`config.mk`:
```
export PLATFORM = sky130hd
export DESIGN_NAME = io_bus_bridge
export DESIGN_NICKNAME = d
export VERILOG_FILES = /design/src/rtl/io_pkg.sv /design/src/rtl/io_addr_decode.sv /design/src/rtl/io_bus_bridge.sv
export SDC_FILE = /design/constraint.sdc
export NUM_CORES = 1
export LEC_CHECK = 0
export ABC_AREA = 1
export CAP_MARGIN = 5
export CORE_MARGIN = 4
export CORE_UTILIZATION = 37
export DETAILED_ROUTE_END_ITERATION = 10
export GPL_ROUTABILITY_DRIVEN = 0
export PLACE_DENSITY = 0.8
export SYNTH_ARGS = -nofsm -noshare
export SYNTH_HDL_FRONTEND = slang
export SYNTH_SLANG_ARGS = --single-unit
```
`constraint.sdc`:
```
create_clock -name clk -period 1.6 [get_ports clk]
set_input_delay 0.4 -clock clk [delete_from_list [all_inputs] [get_ports clk]]
set_output_delay 0.4 -clock clk [all_outputs]
set_load 0.01 [all_outputs]
```
`src/rtl/io_pkg.sv`:
```
// io_pkg: shared FSM encoding and address-map constants for the I/O bus bridge.
package io_pkg;
  typedef enum logic [1:0] {IDLE, ISSUE, WAIT, DONE} state_t;
  localparam logic [7:0] IO_PAGE = 8'hFF;
  localparam int DEV_SLOT_W = 4;
  localparam logic [15:0] TIMEOUT_DATA = 16'hDEAD;
endpackage

```
`src/rtl/io_addr_decode.sv`:
```
// io_addr_decode: maps a CPU byte address to a device slot, mapped flag and one-hot enable.
module io_addr_decode
  import io_pkg::*;
#(
  parameter int NUM_DEV = 4
) (
  input  logic [15:0]           addr,
  output logic                  mapped,
  output logic [DEV_SLOT_W-1:0] sel,
  output logic [NUM_DEV-1:0]    onehot
);
  logic unused_low;
  assign unused_low = ^addr[3:0];
  assign sel = addr[7:4];
  assign mapped = addr[15:8] == IO_PAGE && 32'(sel) < NUM_DEV;
  assign onehot = mapped ? NUM_DEV'(1) << sel : '0;
endmodule

```
`src/rtl/io_bus_bridge.sv`:
```
// io_bus_bridge: d16 data port to peripheral bus bridge; IO_TIMEOUT_EN adds a WAIT-state timeout with cpu_err.
module io_bus_bridge
  import io_pkg::*;
#(
  parameter int NUM_DEV = 4,
  parameter int TIMEOUT = 15
) (
  input  logic                   clk,
  input  logic                   rst,
  input  logic                   cpu_req,
  input  logic                   cpu_we,
  input  logic [15:0]            cpu_addr,
  input  logic [15:0]            cpu_wdata,
  output logic [15:0]            cpu_rdata,
  output logic                   cpu_ack,
  output logic                   cpu_busy,
  output logic                   cpu_err,
  output logic [NUM_DEV-1:0]     dev_en,
  output logic                   dev_wr_en,
  output logic [15:0]            dev_data,
  input  logic [16*NUM_DEV-1:0]  dev_rdata,
  input  logic [NUM_DEV-1:0]     dev_ready
);
  state_t state, nxt;
  logic mapped, we_q, ready_sel, timeout;
  logic [DEV_SLOT_W-1:0] unused_sel;
  logic [NUM_DEV-1:0] onehot, en_q;
  logic [15:0] rdata_q, rdata_sel;

  io_addr_decode #(.NUM_DEV(NUM_DEV)) u_dec (
    .addr(cpu_addr), .mapped(mapped), .sel(unused_sel), .onehot(onehot)
  );

  // The latched one-hot enable doubles as the read-mux and ready select.
  always_comb begin
    rdata_sel = '0;
    for (int i = 0; i < NUM_DEV; i++) rdata_sel |= en_q[i] ? dev_rdata[16*i +: 16] : 16'h0;
  end
  assign ready_sel = |(dev_ready & en_q);

`ifdef IO_TIMEOUT_EN
  logic [3:0] cnt;
  logic err_q;
  assign timeout = state == WAIT && !ready_sel && cnt == 4'(TIMEOUT - 1);
  always_ff @(posedge clk) begin
    cnt <= rst || state != WAIT ? '0 : cnt + 4'd1;
    err_q <= rst || state == IDLE ? 1'b0 : timeout ? 1'b1 : err_q;
  end
  assign cpu_err = cpu_ack & err_q;
`else
  localparam int unused_timeout = TIMEOUT;
  assign timeout = 1'b0;
  assign cpu_err = 1'b0;
`endif

  always_ff @(posedge clk) state <= rst ? IDLE : nxt;

  always_comb begin
    nxt = state;
    dev_en = '0;
    dev_wr_en = 1'b0;
    cpu_ack = 1'b0;
    cpu_rdata = '0;
    cpu_busy = state != IDLE;
    unique case (state)
      IDLE:  nxt = !cpu_req ? IDLE : mapped ? ISSUE : DONE;
      ISSUE: begin
        dev_en = en_q;
        dev_wr_en = we_q;
        nxt = ready_sel ? DONE : WAIT;
      end
      WAIT:  nxt = ready_sel || timeout ? DONE : WAIT;
      DONE:  begin
        nxt = IDLE;
        cpu_ack = 1'b1;
        cpu_rdata = rdata_q;
      end
    endcase
  end

  always_ff @(posedge clk) begin
    if (rst) begin
      we_q <= 1'b0;
      en_q <= '0;
      dev_data <= '0;
      rdata_q <= '0;
    end else if (state == IDLE && cpu_req) begin
      we_q <= cpu_we;
      en_q <= onehot;
      dev_data <= cpu_wdata;
      rdata_q <= '0;
    end else if ((state == ISSUE || state == WAIT) && ready_sel) begin
      rdata_q <= we_q ? '0 : rdata_sel;
    end else if (timeout) begin
      rdata_q <= TIMEOUT_DATA;
    end
  end
endmodule

```
# == After elaboration in Yosys (flattened, before gate mapping) ==
# Cells that the tools add are included.
# classes
mux,14
bitwise_logic,4
eq_ne,4
reduce_logical,9
n_lt_le_gt_ge,1
shift,1
# ops
op,count
2-to-1 mux 16 bit,6
bitwise OR 16 bit,3
equality test 8 bit (second input constant),1
2-to-1 mux 4 bit,2
one-hot mux 2 bit (3 select lines),1
AND 4 bit,1
equality test 2 bit (second input constant),2
less-than comparator 4 x 3 -> 1 bit (second input constant),1
2-to-1 mux 2 bit,2
OR reduction 2 bit,2
OR reduction 4 bit,1
left shift 1 x 4 -> 4 bit (first input constant),1
logical AND 1 bit,3
2-to-1 mux 1 bit,3
equality test 2 x 1 -> 1 bit (second input constant),1
zero test 2 bit,1
nonzero test 2 bit,1
logical OR 1 bit,1
# word_totals
wordCells,38
input_bits,104
reg_bits,39
output_inout_bits,40

# == Logic depth before layout (Yosys ltp) ==
# logic_depth
word_depth,5
ltp_mapped,8
ltp_nobuf,7

# == Cells and area by module ==
# From an unflattened synthesis, not the netlist that was laid out.
# unflattened
cells_unflattened,415
hier_area_um2,2423.6
# modules_own_cells
module,instances,cells_each,area_per_inst_um2,seq_area_each_um2
io_bus_bridge,1,391,2302.2,780.7
io_addr_decode,1,24,121.4,0.0

# == Worst setup path before layout ==
# No wires, ideal clock.
# synth_path
path_type,reg-to-output
start,register state[0]
end,output cpu_rdata[10]
arrival_ns,1.216
stages_incl_launch_ff,6
path_slack_ns,-0.016
required_time_ns,1.200
path_buffers,2
cell_sequence,dfxtp_1 > ha_1 > clkbuf_1 > clkbuf_1 > nand2_1 > inv_1
# synth_via
elab_chain_len,2
# synth_rtl
element,line_no,source
from (decl),io_bus_bridge.sv:24,"state_t state, nxt;"
from (signal assigned),io_bus_bridge.sv:56,always_ff @(posedge clk) state <= rst ? IDLE : nxt;
equality test 2 bit,io_bus_bridge.sv:65,unique case (state)
2-to-1 mux 16 bit,io_bus_bridge.sv:65,
to (decl),io_bus_bridge.sv:14,"output logic [15:0] cpu_rdata,"
# No other way between the ends.

# == Final worst setup path ==
# layout_path
start,register state[0]
end,output cpu_rdata[5]
# Same word-level chain as after synthesis.

==> results by group <==
Status
  • Status: completed

GRT
  • Vias in the first global route: 2755
  • First-pass GRT wire length: 12.3 mm
  • Total GRT Usage: 0.204
  • Largest net degree at the start of global routing: 25
  • GR Overflow Total: 0
  • Initial antenna violation count: 0

Routing
  • Drt total wl: 7.88 mm
  • Vias/cell: 4.53
  • Drt pass-1 iters: 4
  • Per-cell routed wire length: 12.5 um
  • Antenna viol nets, final: 0
  • DRT iter0 DRCs: 88
  • Residual DRC: 0
  • Vias: 2861

Worst setup path
  • Critical path cell sequence: ha_4, buf_8, nand2_1, inv_1, buf_2
  • CP Data Required Time: 1.20 ns
  • Slowest-stage cell, CP: dfxtp_4
  • Worst setup path category: reg2out
  • CP max FO: 8
  • CP Launch Type: register
  • Crit-path max cell delay: 0.36 ns
  • Worst Path Arrival: 1.19 ns
  • CP Capture Type: primary output

Clock network
  • CTS tree: built
  • Clock transition at path regs: 0.08 ns
  • H-tree depth: 2
  • CTS max path bufs: 2
  • Num CTS Buffers: 5
  • CTS root buf: clkbuf_8
  • Later-pin clock latency in the skew report: 0.29 ns
  • CTS sink count: 39

Power and ir drop
  • Pwr Total: 0.00248 W
  • P per Cell Area: 604 mW/mm^2
  • VDD IR max: 541 uV
  • Leakage: 2.38 nW

Timing
  • Final setup fails: 0
  • Fmax: 628 MHz
  • Unrepaired setup endpoints after global routing: yes
  • Clk_skew: 0.0101 ns
  • TNS Setup: 0 ns
  • Tcrit/Tclk final: 0.996
  • Final min period: 1.59 ns
  • Final-report max-slew violation count: 0
  • Min Hold Slack: 0.479 ns
  • Fin. Hold Viols: 0

Synthesis
  • Top post-synthesis cells by area: dfxtp_1 33%, nand2_1 27%, nor2_1 15%
  • Net Count, Synth: 520
  • Yosys top cell by area: dfxtp_1
  • Post-synth cell types: 21
  • Synthesized cell area: 0.00234 mm^2
  • Yosys reg bits: 39
  • Synth top area share: 0.333
  • Ys Warns: 0
  • Sequential fraction of the synthesis area: 0.333
  • Synthesized area per cell: 5.69 um^2
  • Mapped Cells: 412

Layout
  • Area Growth Syn to Fin: 74.9%
  • Multi-input logic area: 0.00135 mm^2
  • N_diodes: 0
  • Non-Filler Instances: 631
  • Register area: 788 um^2
  • Layout Nets: 663
  • Fillers: 524
  • Fraction of layout cells with a size suffix above 1: 0.160

Floorplanning
  • Std cell rows: 28
  • Die area: 0.00767 mm^2
  • Initial Utilization: 0.389
  • Die Y: 87.6 um
  • Die width: 87.6 um
  • IO Pins: 144
  • Core area: 0.00603 mm^2

Placement
  • Placed Cells: 620
  • Port bufs: 138
  • Post-DP HPWL: 5.85 mm

Min path
  • Hold Path Class: reg2reg

Run
  • Maxcap violations: 0
## layer usage
metal	wire length (um)	part of all wire	GRT usage
met5	0	0	0
met4	174	0.022	0.0628
met3	590	0.075	0.0630
met2	4130	0.52	0.381
met1	2990	0.38	0.217
## cell usage after synthesis
library cell,n
a21oi_1,3
buf_2,5
buf_4,3
buf_6,4
clkbuf_1,8
conb_1,1
dfxtp_1,39
ha_1,4
inv_1,46
inv_2,1
nand2_1,166
nand2_2,5
nand2_4,1
nand3_1,6
nand4_1,1
nor2_1,94
nor2_2,1
nor3_1,1
nor3b_1,1
o21ai_0,21
o21ai_4,1
## placed cells by master, fill, tap and decap left out, types with 3 or more instances in the layout
cell,n
inv_2,12
dlymetal6s2s_1,15
dfxtp_1,37
a21oi_1,3
nand2_4,5
nand2_2,17
buf_6,15
clkdlybuf4s50_1,99
buf_2,9
o21ai_0,21
nand2_1,150
nand3_1,6
nor2_1,94
buf_12,3
inv_1,35
buf_4,13
clkbuf_8,6
## through the flow
step            util  instance area, um^2  setup WS (ns)
2_1_floorplan      -                 2340         0.0735
3_3_place_gp   0.638                 3850         -0.143
3_5_place_dp   0.638                 3850         -0.174
4_1_cts        0.654                 3940       -0.00247
5_1_grt        0.680                 4100        -0.0512
6_report       0.680                 4100        0.00675
## where the power goes
part	leakage, nW	internal [W]	switching [W]
combinational	2.00	0.000354	0.000218
sequential	0.320	0.00102	0.0000255
clock	0.0612	0.000505	0.000357
total	2.38	0.00188	0.000601
## repair_timing
item,CTS,global route
endpoints found under the setup margin,24,37
hold buffers,0,0
resized for setup,112,55
buffers inserted,4,0
pin swaps,1,8
## logic make-up (layout without fill, tap and decap cells)
group / Yosys count / count (layout) / share of synthesized area
buffers and inverters: 67 / 211 / 0.128
adders and majority gates: 4 / 4 / 0.0214
DFF: 39 / 39 / 0.333
AOI/OAI and AO/OA: 25 / 25 / 0.0582
and+or+nand+nor: 276 / 276 / 0.458
other: 1 / 1 / 0.00160
## flip-flops by register name, indices dropped and copies added (netlist names)
signal	flops
we_q	1
en_q	4
dev_data	16
rdata_q	16
state	2
## critical path: cells and delay by family (launching register included)
kind | cells | cell delay [ns]
DFF | 1 | 0.36
buffers and inverters | 3 | 0.30
adders and majority gates | 1 | 0.18
and+or+nand+nor | 1 | 0.06
## area by class of cell
cell class / instances / share of cell area
inverter: 47 / 0.0430
multi-input combinational: 306 / 0.329
clock buffer: 6 / 0.0201
timing repair buffer: 156 / 0.384
tap: 75 / 0.0229
clock inverter: 2 / 0.00855
sequential: 39 / 0.192
## path summary, 6_finish.rpt
path,from,endpoint,slack [ns],cells after the start
setup / recovery,state[0],cpu_rdata[5],0.007,5
hold / removal,dev_data[12],dev_data[12],0.48,2
setup reg to reg,state[0],rdata_q[12],0.22,8
hold reg to reg,dev_data[12],dev_data[12],0.48,2
Note: power is estimated with default switching activity, not from simulation.
